`src/rtl/core_pkg.sv`:
```
`default_nettype none
// ============================================================================
// Module      : core_pkg
// Description : Shared types and constants for the fetch stage and its
//               branch predictor: default reset PC, 2-bit saturating
//               counter type/encodings and the counter update helper.
// Revision    : 1.0 - initial release
// ============================================================================
package core_pkg;

    localparam logic [31:0] RESET_PC_DEFAULT = 32'h0000_0000;

    typedef logic [1:0] bht_ctr_t;

    localparam bht_ctr_t CTR_SNT = 2'd0;  // strongly not-taken
    localparam bht_ctr_t CTR_WNT = 2'd1;  // weakly not-taken
    localparam bht_ctr_t CTR_WT  = 2'd2;  // weakly taken
    localparam bht_ctr_t CTR_ST  = 2'd3;  // strongly taken

    // Saturating 2-bit counter step
    function automatic bht_ctr_t ctr_next(input bht_ctr_t ctr, input logic taken);
        bht_ctr_t nxt;
        nxt = ctr;
        if (taken) begin
            if (ctr != CTR_ST) begin
                nxt = ctr + 2'd1;
            end
        end else begin
            if (ctr != CTR_SNT) begin
                nxt = ctr - 2'd1;
            end
        end
        return nxt;
    endfunction

endpackage
`default_nettype wire

```
`src/rtl/branch_predictor.sv`:
```
`default_nettype none
// ============================================================================
// Module      : branch_predictor
// Description : Direct-mapped branch history table (2-bit counters) plus
//               branch target buffer. Combinational lookup port returns the
//               taken prediction and target for a word-aligned PC; the update
//               port trains one entry per cycle from execute-stage resolution.
// Ports       : clk, rst (async, active-low)
//               lookup_pc[31:2]   -> pred_taken, pred_target[31:2]
//               update_en, update_pc[31:2], update_taken, update_target[31:2]
// Revision    : 1.0 - initial release
// ============================================================================
module branch_predictor
    import core_pkg::*;
#(
    parameter int BHT_ENTRIES = 64
) (
    input  logic        clk,
    input  logic        rst,
    input  logic [31:2] lookup_pc,
    output logic        pred_taken,
    output logic [31:2] pred_target,
    input  logic        update_en,
    input  logic [31:2] update_pc,
    input  logic        update_taken,
    input  logic [31:2] update_target
);

    localparam int IDX_W = $clog2(BHT_ENTRIES);
    localparam int TAG_W = 30 - IDX_W;

    bht_ctr_t          bht        [BHT_ENTRIES];
    logic              btb_valid  [BHT_ENTRIES];
    logic [TAG_W-1:0]  btb_tag    [BHT_ENTRIES];
    logic [31:2]       btb_target [BHT_ENTRIES];

    logic [IDX_W-1:0]  lidx;
    logic [TAG_W-1:0]  ltag;
    logic [IDX_W-1:0]  uidx;
    logic [TAG_W-1:0]  utag;
    logic              lhit;

    assign lidx = lookup_pc[IDX_W+1:2];
    assign ltag = lookup_pc[31:IDX_W+2];
    assign uidx = update_pc[IDX_W+1:2];
    assign utag = update_pc[31:IDX_W+2];

    // Reads see the array contents before this cycle's update lands
    assign lhit        = btb_valid[lidx] && (btb_tag[lidx] == ltag);
    assign pred_taken  = lhit && bht[lidx][1];
    assign pred_target = btb_target[lidx];

    always_ff @(posedge clk or negedge rst) begin
        if (!rst) begin
            for (int i = 0; i < BHT_ENTRIES; i++) begin
                bht[i]       <= CTR_WNT;
                btb_valid[i] <= 1'b0;
            end
        end else if (update_en) begin
            bht[uidx] <= ctr_next(bht[uidx], update_taken);
            if (update_taken) begin
                btb_valid[uidx] <= 1'b1;
            end
        end
    end

    // Tag/target need no reset since the valid bit qualifies them; the rst
    // term drops any update presented while reset is held.
    always_ff @(posedge clk) begin
        if (rst && update_en && update_taken) begin
            btb_tag[uidx]    <= utag;
            btb_target[uidx] <= update_target;
        end
    end

endmodule
`default_nettype wire

```
`src/rtl/stage_fetch.sv`:
```
`default_nettype none
// ============================================================================
// Module      : stage_fetch
// Description : Instruction-fetch stage. Holds the architectural PC, drives
//               the instruction-memory address, predicts branches through
//               branch_predictor and selects the next PC.
// Ports       : clk, rst (async, active-low), stall, redirect, redirectPc,
//               updateEn/updatePc/updateTaken/updateTarget (predictor training),
//               imemAddr/imemData (instruction memory),
//               instrF, pcF, pcPlus4F, bPredictedTakenF (to decode)
// Revision    : 1.0 - initial release
// ============================================================================
module stage_fetch
    import core_pkg::*;
#(
    parameter logic [31:0] RESET_PC    = RESET_PC_DEFAULT,
    parameter int          BHT_ENTRIES = 64
) (
    input  logic        clk,
    input  logic        rst,
    input  logic        stall,
    input  logic        redirect,
    input  logic [31:0] redirectPc,
    input  logic        updateEn,
    input  logic [31:0] updatePc,
    input  logic        updateTaken,
    input  logic [31:0] updateTarget,
    output logic [31:0] imemAddr,
    input  logic [31:0] imemData,
    output logic [31:0] instrF,
    output logic [31:0] pcF,
    output logic [31:0] pcPlus4F,
    output logic        bPredictedTakenF
);

    logic [31:0] pc;
    logic [31:0] pc_next;
    logic [31:0] pc_plus4;
    logic        pred_taken;
    logic [31:2] pred_target;
    logic        unused_low_bits;

    // Byte-offset bits of incoming addresses carry no information here
    assign unused_low_bits = ^{redirectPc[1:0], updatePc[1:0], updateTarget[1:0]};

    branch_predictor #(
        .BHT_ENTRIES (BHT_ENTRIES)
    ) u_bp (
        .clk           (clk),
        .rst           (rst),
        .lookup_pc     (pc[31:2]),
        .pred_taken    (pred_taken),
        .pred_target   (pred_target),
        .update_en     (updateEn),
        .update_pc     (updatePc[31:2]),
        .update_taken  (updateTaken),
        .update_target (updateTarget[31:2])
    );

    assign pc_plus4 = pc + 32'd4;  // wraps naturally at 2^32

    // Redirect wins over stall so an execute-stage correction is never lost
    always_comb begin
        pc_next = pc_plus4;
        if (redirect) begin
            pc_next = {redirectPc[31:2], 2'b00};
        end else if (stall) begin
            pc_next = pc;
        end else if (pred_taken) begin
            pc_next = {pred_target, 2'b00};
        end
    end

    always_ff @(posedge clk or negedge rst) begin
        if (!rst) begin
            pc <= {RESET_PC[31:2], 2'b00};
        end else begin
            pc <= pc_next;
        end
    end

    assign imemAddr         = pc;
    assign instrF           = imemData;
    assign pcF              = pc;
    assign pcPlus4F         = pc_plus4;
    assign bPredictedTakenF = pred_taken;

endmodule
`default_nettype wire
```
`config.mk`:
```
export PLATFORM = sky130hd
export DESIGN_NAME = stage_fetch
export DESIGN_NICKNAME = d
export VERILOG_FILES = /design/src/rtl/core_pkg.sv /design/src/rtl/branch_predictor.sv /design/src/rtl/stage_fetch.sv
export SDC_FILE = /design/constraint.sdc
export NUM_CORES = 2
export LEC_CHECK = 0
export BUFFER_PORTS_ARGS = -buffer_cell sky130_fd_sc_hd__buf_2
export CAP_MARGIN = 20
export CORE_MARGIN = 2
export CORE_UTILIZATION = 30
export DETAILED_ROUTE_END_ITERATION = 8
export PLACE_DENSITY = 0.47
export REMOVE_ABC_BUFFERS = 1
export SLEW_MARGIN = 40
export SYNTH_ARGS = -nofsm -noshare
export SYNTH_HDL_FRONTEND = slang
export SYNTH_SLANG_ARGS = --single-unit
```
`constraint.sdc`:
```
create_clock -name clk -period 8.4 [get_ports clk]
set_input_delay 1.68 -clock clk [delete_from_list [all_inputs] [get_ports clk]]
set_output_delay 1.68 -clock clk [all_outputs]
set_load 0.02 [all_outputs]
```
==> results.py <==
metrics = {
    "run_status": {
        "status": "finished clean",
    },
    "synthesis": {
        "async_flop_share_pct": 6.04,
        "synthesis.area_um2": 144000,
        "synthSimpleGateAreaFrac_pct": 2.46,
        "synth_top_family_by_area": "multiplexers",
        "ys_seq_elements": 3678,
        "muxShareOfSynthArea_pct": 15.4,
        "synth_compound_gate_area_share_pct": 3.98,
        "ys_types": 81,
        "synth_warnings": 0,
        "synth-edff-count": 3456,
        "synth_seq_area_share_pct": 75.8,
        "synthFlopType": "edfxtp_1",
        "synthAdderAreaFrac_pct": 0.0225,
        "synthXorXnorAreaFrac_pct": 0.291,
        "synth.avg_cell_area_um2": 20.3,
        "synthCells": 7103,
    },
    "placement": {
        "port_buffers": 186,
        "place_hpwl_um": 263000,
        "gp_congestion": 0.804,
        "placed_area_um2": 154000,
    },
    "timing": {
        "fin_crit_sh_pct": 92.1,
        "maxSlewViolCount": 0,
        "hold-worst-slack_ns": 0.451,
        "setup_violations": 0,
        "clock_skew_ns": 0.0691,
        "hold_viol_final": 0,
        "fmax_mhz": 129,
        "rsz0062_at_grt": "false",
        "tightest_slew_ns": 1.00,
        "relSlewSlack_pct": 33.3,
        "post-route-min-period_ns": 7.73,
    },
    "cts": {
        "cts_made_buffers": 396,
        "cts.sinks": 3678,
        "cts_tree": "built",
        "insertion_delay_ns": 0.98,
        "root_buffer": "clkbuf_16",
        "cts_htree_levels": 5,
        "worst_setup_hold_path_clk_slew_ns": 0.06,
        "cts_resized": 0,
        "clockBufferDepth": 4,
        "post_cts_buffers": 0,
        "cts_hold_buf": 0,
    },
    "grt": {
        "grt_pass1_wl_um": 676000,
        "gr-usage-all-layers_pct": 20.2,
        "grt_overflow": 0,
        "grt_max_degree": 118,
        "antenna_found_initial": 51,
        "grt_pass1_vias": 76400,
    },
    "final_layout": {
        "mostFrequentLayoutCells": "3456 x edfxtp_1, 763 x mux4_2, 408 x mux2i_1",
        "mostFrequentLayoutCell": "edfxtp_1",
        "num-nets-final": 7614,
        "drive_gt1_share_pct": 26.3,
        "synthToLayoutAreaGrowth_pct": 16.1,
        "final_area_um2": 168000,
    },
    "floorplanning": {
        "core_area_um2": 479000,
        "die-area_um2": 486000,
        "dieWidth_um": 697,
        "pin_count": 263,
        "die_y_um": 697,
        "start_util_pct": 30.1,
        "rows": 254,
    },
    "worst_setup_path": {
        "crit_fanout": 77,
        "critPathArrivalTime_ns": 6.05,
        "crit_path_start_kind": "register",
        "crit_path_end_kind": "primary output",
        "critPathKind": "reg2out",
        "worstPathRequired_ns": 6.72,
    },
    "route": {
        "drt-total-wl_um": 507000,
        "via_per_inst": 5.48,
        "routedWlPerCell_um": 35.7,
        "drt-pass1-iter-count": 6,
        "drt_iter0_drc": 11000,
        "drtAntennaViolNets": 0,
        "drc": 0,
        "num_vias": 77900,
    },
    "worst_hold_path": {
        "hold_path_class": "reg2reg",
    },
    "power_and_ir_drop": {
        "ir_drop_v": 0.000189,
        "p_int_mw": 32.3,
        "switching_share_pct": 24.7,
        "power_density_nw_per_um2": 256,
        "seq_power_share_pct": 47.7,
        "pwr-share-clk_pct": 41.0,
        "share_comb_of_total_power_pct": 11.3,
        "power_mw": 42.9,
        "power.leakage_nw": 53.5,
        "p_switching_mw": 10.6,
    },
    "flow_run": {
        "drv_cap": 0,
    },
}
[per-layer routing]
metal	GRT usage [%]	part of all wire (%)
met1	29.2	43
met2	31.1	45
met3	4.33	9.3
met4	4.84	2.5
met5	0.0294	0.017
[cells by family (layout without fill, tap and decap cells)]
| logic type | Yosys count | after routing |
|---|---|---|
| flops | 3678 | 3678 |
| mux | 1257 | 1257 |
| compound gates | 833 | 833 |
| simple gates | 776 | 776 |
| buf+inv | 507 | 1205 |
| xor+xnor | 48 | 48 |
| fa+ha+maj | 3 | 3 |
| other cells | 1 | 20 |
[worst paths after layout]
path	startpoint	to	slack, ns	cells after the start
setup / recovery	imemAddr[4]	bPredictedTakenF	0.67	11
hold / removal	u_bp.btb_valid[4]	u_bp.btb_valid[4]	0.45	1
setup reg to reg	imemAddr[3]	imemAddr[23]	1.77	12
hold reg to reg	u_bp.btb_valid[4]	u_bp.btb_valid[4]	0.45	1
max in group asynchronous	rst	imemAddr[15]	6.11	4
min in group asynchronous	rst	u_bp.bht[33]	0.66	1
[through the flow]
stage                     util [%]  setup slack (ns)  setup TNS (ns)  instances
after CTS                     35.0             0.665               0      14200
final                         35.0             0.666               0      14200
after global placement        32.1              1.59               0      13500
after floorplan                  -            -39.42        -2322.80       6613
after global routing          35.0             0.488               0      14200
after detailed placement      32.2              1.74               0      13500
[cell type report]
| class | count | area [um^2] |
|---|---|---|
| Tap cell | 6400 | 8010 |
| Clock buffer | 502 | 10500 |
| Clock inverter | 223 | 2470 |
| Antenna cell | 14 | 35.0 |
| Timing Repair Buffer | 468 | 4370 |
| Sequential cell | 3678 | 109000 |
| Multi-Input combinational cell | 2923 | 32600 |
| Inverter | 12 | 60.1 |
| Fill cell | 44700 | 311000 |
[registers in the layout, summed over array words and instances (netlist names)]
register,cells
u_bp.btb_target,1920
u_bp.btb_tag,1536
u_bp.bht,128
u_bp.btb_valid,64
imemAddr,30
[critical path, stage by stage, from the launching register on]
cell	delay, ns
dfrtp_4	0.91
nand2_4	0.34
buf_12	0.30
o22ai_1	0.35
nor2_1	0.08
a221oi_1	0.56
o22ai_1	0.20
xor2_1	0.45
nand4_1	0.13
or4b_2	0.72
nor4b_2	0.25
buf_2	0.38
[cell usage after synthesis, types with 41 or more instances]
cell type	count	area, um^2
buf_6	41	462
buf_2	74	370
nor2_1	175	657
dfstp_2	64	1680
a21oi_1	171	856
edfxtp_1	3456	104000
mux4_2	763	17200
nor3_1	86	430
dfrtp_1	158	3950
nand2_1	298	1120
nand3_1	61	305
o22ai_1	96	601
clkbuf_1	214	803
mux2i_1	408	4080
o21ai_0	94	470
a22oi_1	81	608
mux2_2	85	957
buf_4	120	901
o221ai_1	121	1060
[power groups by stage]
stage | Clock (mW) | Combinational (mW) | Sequential [mW]
2_1_floorplan | 0 | 5.23 | 21.2
3_3_place_gp | 0 | 4.78 | 20.9
3_5_place_dp | 0 | 4.85 | 20.9
4_1_cts | 17.9 | 4.87 | 20.5
5_1_grt | 18.6 | 5.09 | 20.5
6_report | 17.6 | 4.83 | 20.5
Note: power is estimated with default switching activity, not from simulation.
